`src/rtl/io_route_scheduler.sv`:
```
// io_route_scheduler: round-robin owner of the shared 1024:1 mux / 1:1024 demux
// routing path. Sequences IDLE -> SETUP -> ACTIVE -> RELEASE per granted route.
// Optional feature macro: IO_ROUTE_SCRAMBLE_EN (per-grant LFSR scrambling of mux_sel
// via com_sel; datapath select mux_sel ^ com_sel still equals the requested source).
module io_route_scheduler #(
  parameter int unsigned NUM_REQ   = 4,
  parameter int unsigned SEL_W     = 10,
  parameter int unsigned SETTLE    = 2,
  parameter int unsigned MAX_HOLD  = 16,
  parameter int unsigned DST_LIMIT = 1000
) (
  input  logic                     clk,
  input  logic                     rst_n,
  input  logic [NUM_REQ-1:0]       req,
  input  logic [NUM_REQ*SEL_W-1:0] req_src,
  input  logic [NUM_REQ*SEL_W-1:0] req_dst,
  output logic [NUM_REQ-1:0]       gnt,
  output logic [NUM_REQ-1:0]       req_err,
  output logic                     route_valid,
  output logic                     busy,
  output logic [SEL_W-1:0]         mux_sel,
  output logic [SEL_W-1:0]         demux_sel,
  output logic [3:0]               com_sel
);

  localparam int unsigned IW = $clog2(NUM_REQ);
  localparam int unsigned CW = $clog2(SETTLE + 1);
  localparam int unsigned HW = $clog2(MAX_HOLD + 1);
  localparam logic [SEL_W:0] DST_LIM = (SEL_W+1)'(DST_LIMIT);

  typedef enum logic [1:0] {IDLE, SETUP, ACTIVE, RELEASE} state_t;

  state_t             state_q, state_d;
  logic [IW-1:0]      ptr_q, ptr_d;
  logic [IW-1:0]      gidx_q, gidx_d;
  logic [CW-1:0]      cnt_q, cnt_d;
  logic [HW-1:0]      hold_q, hold_d;
  logic [NUM_REQ-1:0] gnt_q, gnt_d;
  logic [NUM_REQ-1:0] req_err_q, req_err_d;
  logic               route_valid_q, route_valid_d;
  logic               busy_q, busy_d;
  logic [SEL_W-1:0]   mux_sel_q, mux_sel_d;
  logic [SEL_W-1:0]   demux_sel_q, demux_sel_d;

  logic [SEL_W-1:0]   src_a [NUM_REQ];
  logic [SEL_W-1:0]   dst_a [NUM_REQ];
  logic               found;
  logic [IW-1:0]      pick;
  logic [IW-1:0]      pick_next;
  logic [IW:0]        sum;
  logic [IW:0]        nxt;

  // Unpack flat per-requester route indices
  for (genvar i = 0; i < NUM_REQ; i++) begin : g_unpack
    assign src_a[i] = req_src[i*SEL_W +: SEL_W];
    assign dst_a[i] = req_dst[i*SEL_W +: SEL_W];
  end

  // Round-robin search starting at the pointer; also the pointer value after a pick
  always_comb begin
    found = 1'b0;
    pick  = '0;
    sum   = '0;
    for (int k = 0; k < NUM_REQ; k++) begin
      sum = (IW+1)'(ptr_q) + (IW+1)'(k);
      if (sum >= (IW+1)'(NUM_REQ)) sum = sum - (IW+1)'(NUM_REQ);
      if (!found && req[sum[IW-1:0]]) begin
        found = 1'b1;
        pick  = sum[IW-1:0];
      end
    end
    nxt       = (IW+1)'(pick) + (IW+1)'(1);
    pick_next = (nxt == (IW+1)'(NUM_REQ)) ? '0 : nxt[IW-1:0];
  end

`ifdef IO_ROUTE_SCRAMBLE_EN
  logic [3:0] lfsr_q, lfsr_d;
  logic [3:0] com_sel_q, com_sel_d;
`endif

  // Next-state and next-output logic
  always_comb begin
    state_d       = state_q;
    ptr_d         = ptr_q;
    gidx_d        = gidx_q;
    cnt_d         = cnt_q;
    hold_d        = hold_q;
    gnt_d         = gnt_q;
    req_err_d     = '0;
    route_valid_d = route_valid_q;
    mux_sel_d     = mux_sel_q;
    demux_sel_d   = demux_sel_q;
`ifdef IO_ROUTE_SCRAMBLE_EN
    lfsr_d        = lfsr_q;
    com_sel_d     = com_sel_q;
`endif
    unique case (state_q)
      IDLE: begin
        gnt_d         = '0;
        route_valid_d = 1'b0;
        if (found) begin
          ptr_d = pick_next;
          if ({1'b0, dst_a[pick]} >= DST_LIM) begin
            req_err_d[pick] = 1'b1;
          end else begin
            state_d     = SETUP;
            gnt_d       = NUM_REQ'(1) << pick;
            gidx_d      = pick;
            cnt_d       = '0;
            demux_sel_d = dst_a[pick];
`ifdef IO_ROUTE_SCRAMBLE_EN
            com_sel_d   = lfsr_q;
            mux_sel_d   = src_a[pick] ^ SEL_W'(lfsr_q);
            lfsr_d      = {lfsr_q[2:0], lfsr_q[3] ^ lfsr_q[2]};
`else
            mux_sel_d   = src_a[pick];
`endif
          end
        end
      end
      SETUP: begin
        if (!req[gidx_q]) begin
          state_d       = RELEASE;
          gnt_d         = '0;
          route_valid_d = 1'b0;
        end else if (cnt_q == CW'(SETTLE - 1)) begin
          state_d       = ACTIVE;
          route_valid_d = 1'b1;
          hold_d        = HW'(1);
        end else begin
          cnt_d = cnt_q + CW'(1);
        end
      end
      ACTIVE: begin
        if (!req[gidx_q] || (hold_q == HW'(MAX_HOLD) && |(req & ~gnt_q))) begin
          state_d       = RELEASE;
          gnt_d         = '0;
          route_valid_d = 1'b0;
        end else if (hold_q != HW'(MAX_HOLD)) begin
          hold_d = hold_q + HW'(1);
        end
      end
      RELEASE: begin
        state_d       = IDLE;
        gnt_d         = '0;
        route_valid_d = 1'b0;
      end
      default: state_d = IDLE;
    endcase
    busy_d = (state_d != IDLE);
  end

  // State and registered outputs
  always_ff @(posedge clk or negedge rst_n) begin
    if (!rst_n) begin
      state_q       <= IDLE;
      ptr_q         <= '0;
      gidx_q        <= '0;
      cnt_q         <= '0;
      hold_q        <= '0;
      gnt_q         <= '0;
      req_err_q     <= '0;
      route_valid_q <= 1'b0;
      busy_q        <= 1'b0;
      mux_sel_q     <= '0;
      demux_sel_q   <= '0;
    end else begin
      state_q       <= state_d;
      ptr_q         <= ptr_d;
      gidx_q        <= gidx_d;
      cnt_q         <= cnt_d;
      hold_q        <= hold_d;
      gnt_q         <= gnt_d;
      req_err_q     <= req_err_d;
      route_valid_q <= route_valid_d;
      busy_q        <= busy_d;
      mux_sel_q     <= mux_sel_d;
      demux_sel_q   <= demux_sel_d;
    end
  end

`ifdef IO_ROUTE_SCRAMBLE_EN
  // Scramble LFSR (x^4+x^3+1) and latched common select
  always_ff @(posedge clk or negedge rst_n) begin
    if (!rst_n) begin
      lfsr_q    <= 4'b0001;
      com_sel_q <= 4'b0000;
    end else begin
      lfsr_q    <= lfsr_d;
      com_sel_q <= com_sel_d;
    end
  end
  assign com_sel = com_sel_q;
`else
  assign com_sel = 4'b0000;
`endif

  assign gnt         = gnt_q;
  assign req_err     = req_err_q;
  assign route_valid = route_valid_q;
  assign busy        = busy_q;
  assign mux_sel     = mux_sel_q;
  assign demux_sel   = demux_sel_q;

endmodule

```
`config.mk`:
```
export PLATFORM = sky130hd
export DESIGN_NAME = io_route_scheduler
export DESIGN_NICKNAME = d
export VERILOG_FILES = /design/src/rtl/io_route_scheduler.sv
export SDC_FILE = /design/constraint.sdc
export NUM_CORES = 1
export LEC_CHECK = 0
export CORE_ASPECT_RATIO = 1.5
export CORE_UTILIZATION = 44
export DETAILED_ROUTE_END_ITERATION = 8
export DONT_BUFFER_PORTS = 1
export GPL_TIMING_DRIVEN = 0
export PLACE_DENSITY = 0.6
export SYNTH_ARGS = -nofsm -noshare
export SYNTH_HDL_FRONTEND = slang
export SYNTH_SLANG_ARGS = --single-unit
```
`constraint.sdc`:
```
create_clock -name clk -period 7.7 [get_ports clk]
set_input_delay 1.155 -clock clk [delete_from_list [all_inputs] [get_ports clk]]
set_output_delay 1.155 -clock clk [all_outputs]
set_load 0.02 [all_outputs]
```
# Yosys cells after proc, flatten, opt, wreduce, memory -nomap -nowiden
# Cells that the tools add are included.
# Widths: inputs -> output; s select.
op_classes:
  n_bitwise: 4
  n_eq_ne: 17
  addsub: 10
  n_mux: 59
  shift: 1
  order_cmp: 13
  n_reduce_logical: 22
op_table:
  columns: ["op", "n"]
  rows:
  - ["$bmux 10 s2", 2]
  - ["$mux 10", 4]
  - ["$mux 2", 18]
  - ["$mux 4", 7]
  - ["$mux 5", 4]
  - ["$lt 2x3->1 const B", 6]
  - ["$ne 2x2->1 const B", 9]
  - ["$pmux 4 s4", 1]
  - ["$mux 1", 13]
  - ["$ge 3x3->1 const B", 4]
  - ["$bmux 1 s2", 5]
  - ["$ge 10x10->1 const B", 1]
  - ["$pmux 5 s2", 1]
  - ["$reduce_and 5->1", 2]
  - ["$pmux 2 s4", 1]
  - ["$sub 2x1->2 const B", 4]
  - ["$add 2x1->3 const B", 2]
  - ["$add 2x2->3 const B", 2]
  - ["$reduce_and 2->1", 3]
  - ["$reduce_bool 2->1", 3]
  - ["$add 5x1->5 const B", 1]
  - ["$eq 5x5->1 const B", 1]
  - ["$logic_and 1x1->1", 5]
  - ["$ne 5x5->1 const B", 1]
  - ["21 further kinds", 26]
word_totals:
  register_bits: 43
  elab_cells: 137
  out_inout_bits: 34

# Longest topological paths before layout
# Gate-level depths: netlist of run 1.
depth:
  depth_word: 23
  ltp_mapped: 12
  depth_no_buf: 9

# Least setup slack after synthesis of run 1
# No wires, ideal clock.
synth_timing:
  path_type: "input to register"
  startpoint: "input port req[1]"
  endpoint: "register demux_sel_q[7] (netlist: demux_sel[7])"
  path_slack_ps: 4327
  cell_stages: 11
  t_arrival_ps: 3248
  setup_time_ps: 125
  path_cell_list: "nand2b_1 o221ai_2 and2_1 buf_6 buf_2 mux2i_1 mux2i_1 o2111a_2 nor2_2 buf_6 mux2_2"
synth_via:
  elab_chain_len: 19
  elab_cells_between_ends: 29
  classes_between: "order compare (1); mux (19); bitwise (2); reduce/logical (7)"
synth_lines:
  columns: ["element", "line_no", "text"]
  rows:
  - ["start: declaration", "14", "input logic [NUM_REQ-1:0] req,"]
  - ["$bmux 1 s2", "67", "if (!found && req[sum[IW-1:0]]) begin"]
  - ["$mux 1 (implied by the code)", "67", null]
  - ["$mux 1", "67", null]
  - ["$logic_not 1->1", "67", null]
  - ["$logic_and 1x1->1", "67", null]
  - ["$mux 1", "67", null]
  - ["$logic_not 1->1", "67", null]
  - ["$logic_and 1x1->1", "67", null]
  - ["[... 2 more ...]", null, null]
  - ["$logic_and 1x1->1", "67", null]
  - ["$mux 2", "67", null]
  - ["$not 2->3 (implied by the code)", "103, 110", null]
  - ["$bmux 10 s2", "103, 110", null]
  - ["$mux 10 (implied by the code) (2 in a row)", "103, 110", null]
  - ["$ge 10x10->1", "103", "if ({1'b0, dst_a[pick]} >= DST_LIM) begin"]
  - ["$not 1->1 (no line)", null, null]
  - ["$reduce_and 3->1 (no line)", null, null]
  - ["end signal: assignment", "178", "demux_sel_q <= demux_sel_d;"]
  - ["end: declaration", "43", "logic [SEL_W-1:0] demux_sel_q, demux_sel_d;"]
# Several ways; a longest one is shown, not always the timed one. The select of a mux whose other input is x is not followed.
# A chain may end at the register's enable or synchronous reset.

# Final worst setup path of run 1
layout_timing:
  startpoint: "input port req[2]"
  endpoint: "register busy_q (netlist: busy)"
layout_via:
  elab_chain_len: 21
  elab_cells_between_ends: 40
  classes_between: "order compare (1); mux (26); bitwise (2); reduce/logical (11)"
layout_lines:
  columns: ["element", "line_no", "text"]
  rows:
  - ["$bmux 1 s2", "67", null]
  - ["$mux 1 (implied by the code)", "67", null]
  - ["$mux 1", "67", null]
  - ["$logic_not 1->1", "67", null]
  - ["$logic_and 1x1->1", "67", null]
  - ["$mux 1", "67", null]
  - ["$logic_not 1->1", "67", null]
  - ["$logic_and 1x1->1", "67", null]
  - ["[... 5 more ...]", null, null]
  - ["$bmux 10 s2", "103", null]
  - ["$mux 10 (implied by the code) (2 in a row)", "103", null]
  - ["$ge 10x10->1", "103", null]
  - ["$mux 2", "103", null]
  - ["$mux 2", "101", "if (found) begin"]
  - ["$pmux 2 s4 (*)", "97", "unique case (state_q)"]
  - ["$reduce_bool 2->1 (*)", "150", "busy_d = (state_d != IDLE);"]
  - ["net busy_d", "41", "logic busy_q, busy_d;"]
  - ["end signal: assignment", "176", "busy_q <= busy_d;"]
  - ["end: declaration", "41", null]
# The timed path passes the listed nets; every way through them passes the cells marked *. The select of a mux whose other input is x is not followed.

==> metrics.txt, run 1 <==
outcome completed; Worst VDD drop 0.181 mV; CP required 7.87 ns; Fillers 576; area grow syn2layout 6.46%; final hold violation count 0; Congestion Overflow GR 0; CP arrival 3.71 ns; commonest cells in the netlist dfrtp_1, mux2i_1, and3_1; DIE WIDTH 65.9 µm; reg2reg path depth 9; Max-cap violations 0; fmax 283 MHz; Final GP Congestion 0.774; core area 5870 µm²; Mean Syn Cell Area 10.7 µm²; ANT nets after route 0; clock buffer count from CTS 5; crit-path leading delay family compound AO/OA/AOI/OAI gates; Clk pin slew, worst setup/hold paths 0.08 ns; ANT cells 0; crit-path max cell delay 0.59 ns; Crit. End Element flop; Final setup viols 0; routed wire length 6.43 mm; Leak 1.32 nW; Async SR Flop Fraction 1.00; CTS tree yes; Total GRT Usage 0.215; CP startpoint kind primary input; ranking of synthesized cells by area dfrtp_1, mux2_4, mux2i_1; fraction of layout cells with a size suffix above 1 0.169; Slew HR 0.303; die footprint 6440 µm²; Buffers & Inverters on Critical Path 3; Hold EP cnt_q[0]; most frequent cell after synthesis dfrtp_1; critical-path cell list inv_1 -> o22ai_1 -> a211oi_4 -> inv_2 -> a2111oi_0 -> o2111a_2 -> nor2_2 -> buf_6 -> or3_1; Clock Skew 0.00970 ns; sequential share of the synthesized area 0.400; synth unique cells 43; hold path depth 1; Least-Margin Pin Slew 1.04 ns; reg2reg end busy; via count 1966; Synth area leader dfrtp_1; drt first-iter violations 62; Die Ht 97.8 µm; Worst R2R Setup Slack 4.67 ns; HP Start cnt_q[0]; Max FO, Critical Path 10; Skew-Pair Late Insertion Delay 0.29 ns; FF+latch area 1080 µm²; reg-to-reg startpoint ptr_q[0]; Hold Crit Class reg2reg; worst setup path startpoint req[2]; min Tclk post-route 3.53 ns; pin count of the biggest net entering global routing 44; effective utilization at floorplan 0.459; Final nets 355; Pre-antenna DRT Iters 4; vias in the first global route 1971; Avg WL per Cell 19.3 µm; PD cells 418 nW/µm²; Post-Syn Area 2690 µm²; Main synth FF type dfrtp_1; Mapped Cells 252; multi-input logic area 1470 µm²; Seq cells post-synth 43; clk buf depth 2; PostCTS Resize Cnt 0; I/O pin total 120; root buf cell clkbuf_8; port bufs 0; Hold Buf Count CTS 0; initial antenna violation count 0; DRC Markers 0; Max Slew Vio Count 0; Ys Warns 0; first-pass GRT wire length 10.5 mm; Post-Place Cell Area 2790 µm²; WS Path Type in2reg; Clock Sinks 43; Final Instance Area 2870 µm²; number of H-tree levels 2; FP Rows 34; HPWL Detailed 4.91 mm; Setup TNS 0 ns; period utilization 0.459; RSZ-0062 raised after global routing false; Synth top area share 0.400; Post-synth EDFFs 0; Setup Fix Bufs, Post-CTS 0; slowest CP cell a211oi_4; routed vias/inst 5.90
-- how the worst max path moves through the flow --
stage / endpoint / slack (ns) / cells after the start
3_3_place_gp: busy / 3.86 / 9
5_1_grt: demux_sel[8] / 4.02 / 9
3_5_place_dp: demux_sel[7] / 3.89 / 10
6_report: busy / 4.17 / 9
4_1_cts: busy / 4.15 / 9
2_1_floorplan: demux_sel[7] / 4.33 / 11
-- final cells by class --
| class | instances | area share |
|---|---|---|
| Sequential cell | 43 | 0.375 |
| Buffer | 20 | 0.0428 |
| Tap cell | 72 | 0.0314 |
| Multi-Input combinational cell | 182 | 0.512 |
| Clock buffer | 6 | 0.0253 |
| Inverter | 10 | 0.0131 |
-- power breakdown --
part	internal, mW	switching [mW]
Combinational	0.294	0.285
Clock	0.0606	0.0716
Sequential	0.323	0.165
-- per-layer routing --
| metal | wire length, µm | global-route usage |
|---|---|---|
| met3 | 370 | 0.0514 |
| met1 | 2500 | 0.254 |
| met5 | 0 | 0 |
| met2 | 3490 | 0.375 |
| met4 | 68 | 0.0635 |
-- cells by family after synthesis --
| family | synth area share |
|---|---|
| compound gates | 0.161 |
| simple gates | 0.119 |
| mux | 0.217 |
| flops | 0.400 |
| buf+inv | 0.0595 |
| fa+ha+maj | 0.0325 |
| xor+xnor | 0.00976 |
| other cells | 0.00139 |
-- worst register-to-register path, stage by stage (launching register included) --
cell and delay [ns]:
dfrtp_1 0.40, nand2b_1 0.15, a21oi_1 0.10, a211oi_4 0.56, inv_2 0.21, a2111oi_0 0.55, o2111a_2 0.37, nor2_2 0.09
buf_6 0.17, or3_1 0.31
-- sequential cells by signal, summed over array words and instances (netlist names) --
name / flops
mux_sel: 10
gnt: 4
req_err: 4
demux_sel: 10
route_valid: 1
gidx_q: 2
state_q: 2
hold_q: 5
cnt_q: 2
busy: 1
ptr_q: 2
-- cell usage in the layout (no fill, tap or decap), types with 5 or more instances in the layout --
master / count
clkbuf_8: 5
and3_1: 22
dfrtp_1: 43
inv_1: 8
a21oi_1: 18
clkbuf_1: 11
nor2_1: 6
ha_1: 7
mux2_2: 5
mux2_4: 17
mux2i_1: 25
o21ai_0: 8
a211oi_1: 19
nand2_1: 13
nor2b_1: 5
-- metrics by stage --
stage | utilization | hold WS [ns] | worst slack [ns] | cells | power, mW
2_1_floorplan | - | 0.457 | 4.33 | 255 | 0.945
4_1_cts | 0.488 | 0.496 | 4.15 | 333 | 1.21
3_5_place_dp | 0.476 | 0.485 | 3.89 | 327 | 1.07
6_report | 0.488 | 0.496 | 4.17 | 333 | 1.20
5_1_grt | 0.488 | 0.532 | 4.02 | 333 | 1.28
3_3_place_gp | 0.476 | 0.470 | 3.86 | 327 | 1.06
Note: power is estimated with default switching activity, not from simulation.
==> run 2, diff against run 1 <==
==> constraint.sdc (replaced) <==
create_clock -name clk -period 3.5 [get_ports clk]
set_input_delay 0.525 -clock clk [delete_from_list [all_inputs] [get_ports clk]]
set_output_delay 0.525 -clock clk [all_outputs]
set_load 0.02 [all_outputs]
==> run 2 against run 1 <==
Setup slack got worse by 3.7 ns; power increased by 120%; hold slack got worse by 0.43 ns; first-iteration DRC count decreased by 8.1%; sequential power increased by 120%; combinational power increased by 120%; core utilization increased by 0.47 points; routed wire length increased by 0.14%; final area increased by 0.96%; critical path depth unchanged; cell count increased by 0.30%; critical endpoint unchanged; largest cell class unchanged.
==> metrics.txt, run 2 (synthesis gave the netlist of run 1 again) <==
via count 1967 (was 1966); DRC Markers 0 (unchanged); outcome completed (unchanged); ANT nets after route 0 (unchanged); clock network fraction of total power 0.110 (about the same); final hold violation count 0 (unchanged); Clk pin slew, worst setup/hold paths 0.08 ns (about the same); PD cells 916 nW/µm² (was 418 nW/µm²); Worst VDD drop 0.400 mV (was 0.181 mV); min Tclk post-route 3.05 ns; Final setup viols 0 (unchanged); Total GRT Usage 0.216 (was 0.215); Crit. End Element flop (unchanged); Max FO, Critical Path 10 (unchanged); WHS 0.0641 ns (was 0.496 ns); internal power 1.49 mW (was 678 µW); commonest non-fill, non-tap cell in the layout dfrtp_1 (unchanged); Post-Place Worst Slack 0.324 ns (was 3.89 ns); Worst R2R Setup Slack 0.45 ns (was 4.67 ns); fraction of layout cells with a size suffix above 1 0.172 (was 0.169); number of H-tree levels 2 (unchanged); Fillers 574 (was 576); crit-path leading delay family compound AO/OA/AOI/OAI gates (unchanged); sw frac 0.436 (was 0.435); drt first-iter violations 57 (was 62); Congestion Overflow GR 0 (unchanged); multi-input logic area 1470 µm² (unchanged); RSZ-0062 raised after global routing false (unchanged); Least-Margin Pin Slew 1.04 ns (about the same); HPWL Detailed 4.91 mm (unchanged); pin count of the biggest net entering global routing 44 (unchanged); area grow syn2layout 7.48% (was 6.46%); Final GP Congestion 0.774 (unchanged); most frequent cells in the layout dfrtp_1, mux2i_1, and3_1 (unchanged); Buffers & Inverters on Critical Path 2 (was 3); routed vias/inst 5.89 (was 5.90); Leak 1.34 nW (was 1.32 nW); period utilization 0.871; Max-cap violations 0 (unchanged); combinational group share of total power 0.485 (was 0.482); root buf cell clkbuf_8 (unchanged); die footprint 6440 µm² (unchanged); Clock Sinks 43 (unchanged); Skew-Pair Late Insertion Delay 0.29 ns (about the same); fmax 328 MHz; CP startpoint kind flop (was primary input); setup ws final 0.452 ns (was 4.17 ns); CTS tree yes (unchanged); CP arrival 3.22 ns (was 3.71 ns); routed wire length 6.44 mm (was 6.43 mm); Max Slew Vio Count 0 (unchanged); clock buffer count from CTS 5 (unchanged); Hold Crit Class in2async (was reg2reg); P_sw 1.16 mW (was 521 µW); critical-path cell list nand2b_1 -> a21oi_1 -> a211oi_4 -> inv_2 -> a2111oi_0 -> o2111a_2 -> nor2_2 -> buf_6 -> or3_1 (was inv_1 -> o22ai_1 -> a211oi_4 -> inv_2 -> a2111oi_0 -> o2111a_2 -> nor2_2 -> buf_6 -> or3_1); port bufs 0 (unchanged); Avg WL per Cell 19.3 µm (about the same); ANT cells 0 (unchanged); Clock Skew 0.00809 ns (was 0.00970 ns); DIE WIDTH 65.9 µm (unchanged); Final nets 356 (was 355); FF+latch area 1080 µm² (unchanged); CP required 3.67 ns (was 7.87 ns); Die Ht 97.8 µm (unchanged); I/O pin total 120 (unchanged); crit-path max cell delay 0.56 ns (was 0.59 ns); effective utilization at floorplan 0.459 (unchanged); FP Rows 34 (unchanged); Pre-antenna DRT Iters 4 (unchanged); first-pass GRT wire length 10.5 mm (about the same); Setup TNS 0 ns (unchanged); core area 5870 µm² (unchanged); vias in the first global route 1974 (was 1971); clk buf depth 2 (unchanged); Flop pwr share 0.405 (was 0.407); slowest CP cell a211oi_4 (unchanged); Setup Fix Bufs, Post-CTS 0 (unchanged); reg-to-reg startpoint ptr_q[0] (unchanged); reg2reg end busy (unchanged); initial antenna violation count 0 (unchanged); reg2reg path depth 9 (unchanged); Slew HR 0.301 (was 0.303); WS Path Type reg2reg (was in2reg)
run 2: how the worst max path moves through the flow:
stage               slack [ns]     start            to  depth (start not counted)
finish                    0.45  ptr_q[0]          busy                          9
global route              0.28  ptr_q[0]  demux_sel[8]                          9
CTS                       0.44  ptr_q[0]          busy                          9
detailed placement        0.32    req[2]  demux_sel[7]                         10
global placement          0.29    req[2]          busy                          9
floorplan                 0.76    req[1]  demux_sel[7]                         11
run 2: repair_timing:
item,4_1_cts,5_1_grt
gates resized for setup,0,0
hold buffers,1,0
endpoints found under the hold margin,43,0
run 2: metrics by stage:
step / area [µm²] / utilization / power (mW) / instances
floorplan: 2700 / - / 2.08 / 255
global placement: 2790 / 0.476 / 2.33 / 327
detailed placement: 2790 / 0.476 / 2.36 / 327
CTS: 2890 / 0.493 / 2.67 / 334
global route: 2890 / 0.493 / 2.84 / 334
finish: 2890 / 0.493 / 2.65 / 334
run 2: power by group through the flow:
stage	Sequential (mW)	Combinational, mW	Clock (mW)
2_1_floorplan	1.02	1.06	0
3_5_place_dp	1.08	1.28	0
5_1_grt	1.11	1.42	0.318
4_1_cts	1.08	1.29	0.299
3_3_place_gp	1.09	1.25	0
6_report	1.07	1.29	0.291
run 2: metal layers:
layer  routed length (µm)  up-vias  track usage
li1                     -      933            -
met1                 2510      949        0.258
met2                 3480       78        0.374
met3                  370        7       0.0502
met4                   70        0       0.0635
met5                    0        -            0
run 2: cell type report:
class                   count  share of cell area
multi-input cells         182               0.507
clock buffers               6              0.0251
plain buffers              20              0.0424
flip-flops and latches     43               0.372
repair buffers              1             0.00951
well taps                  72              0.0311
inverters                  10              0.0130
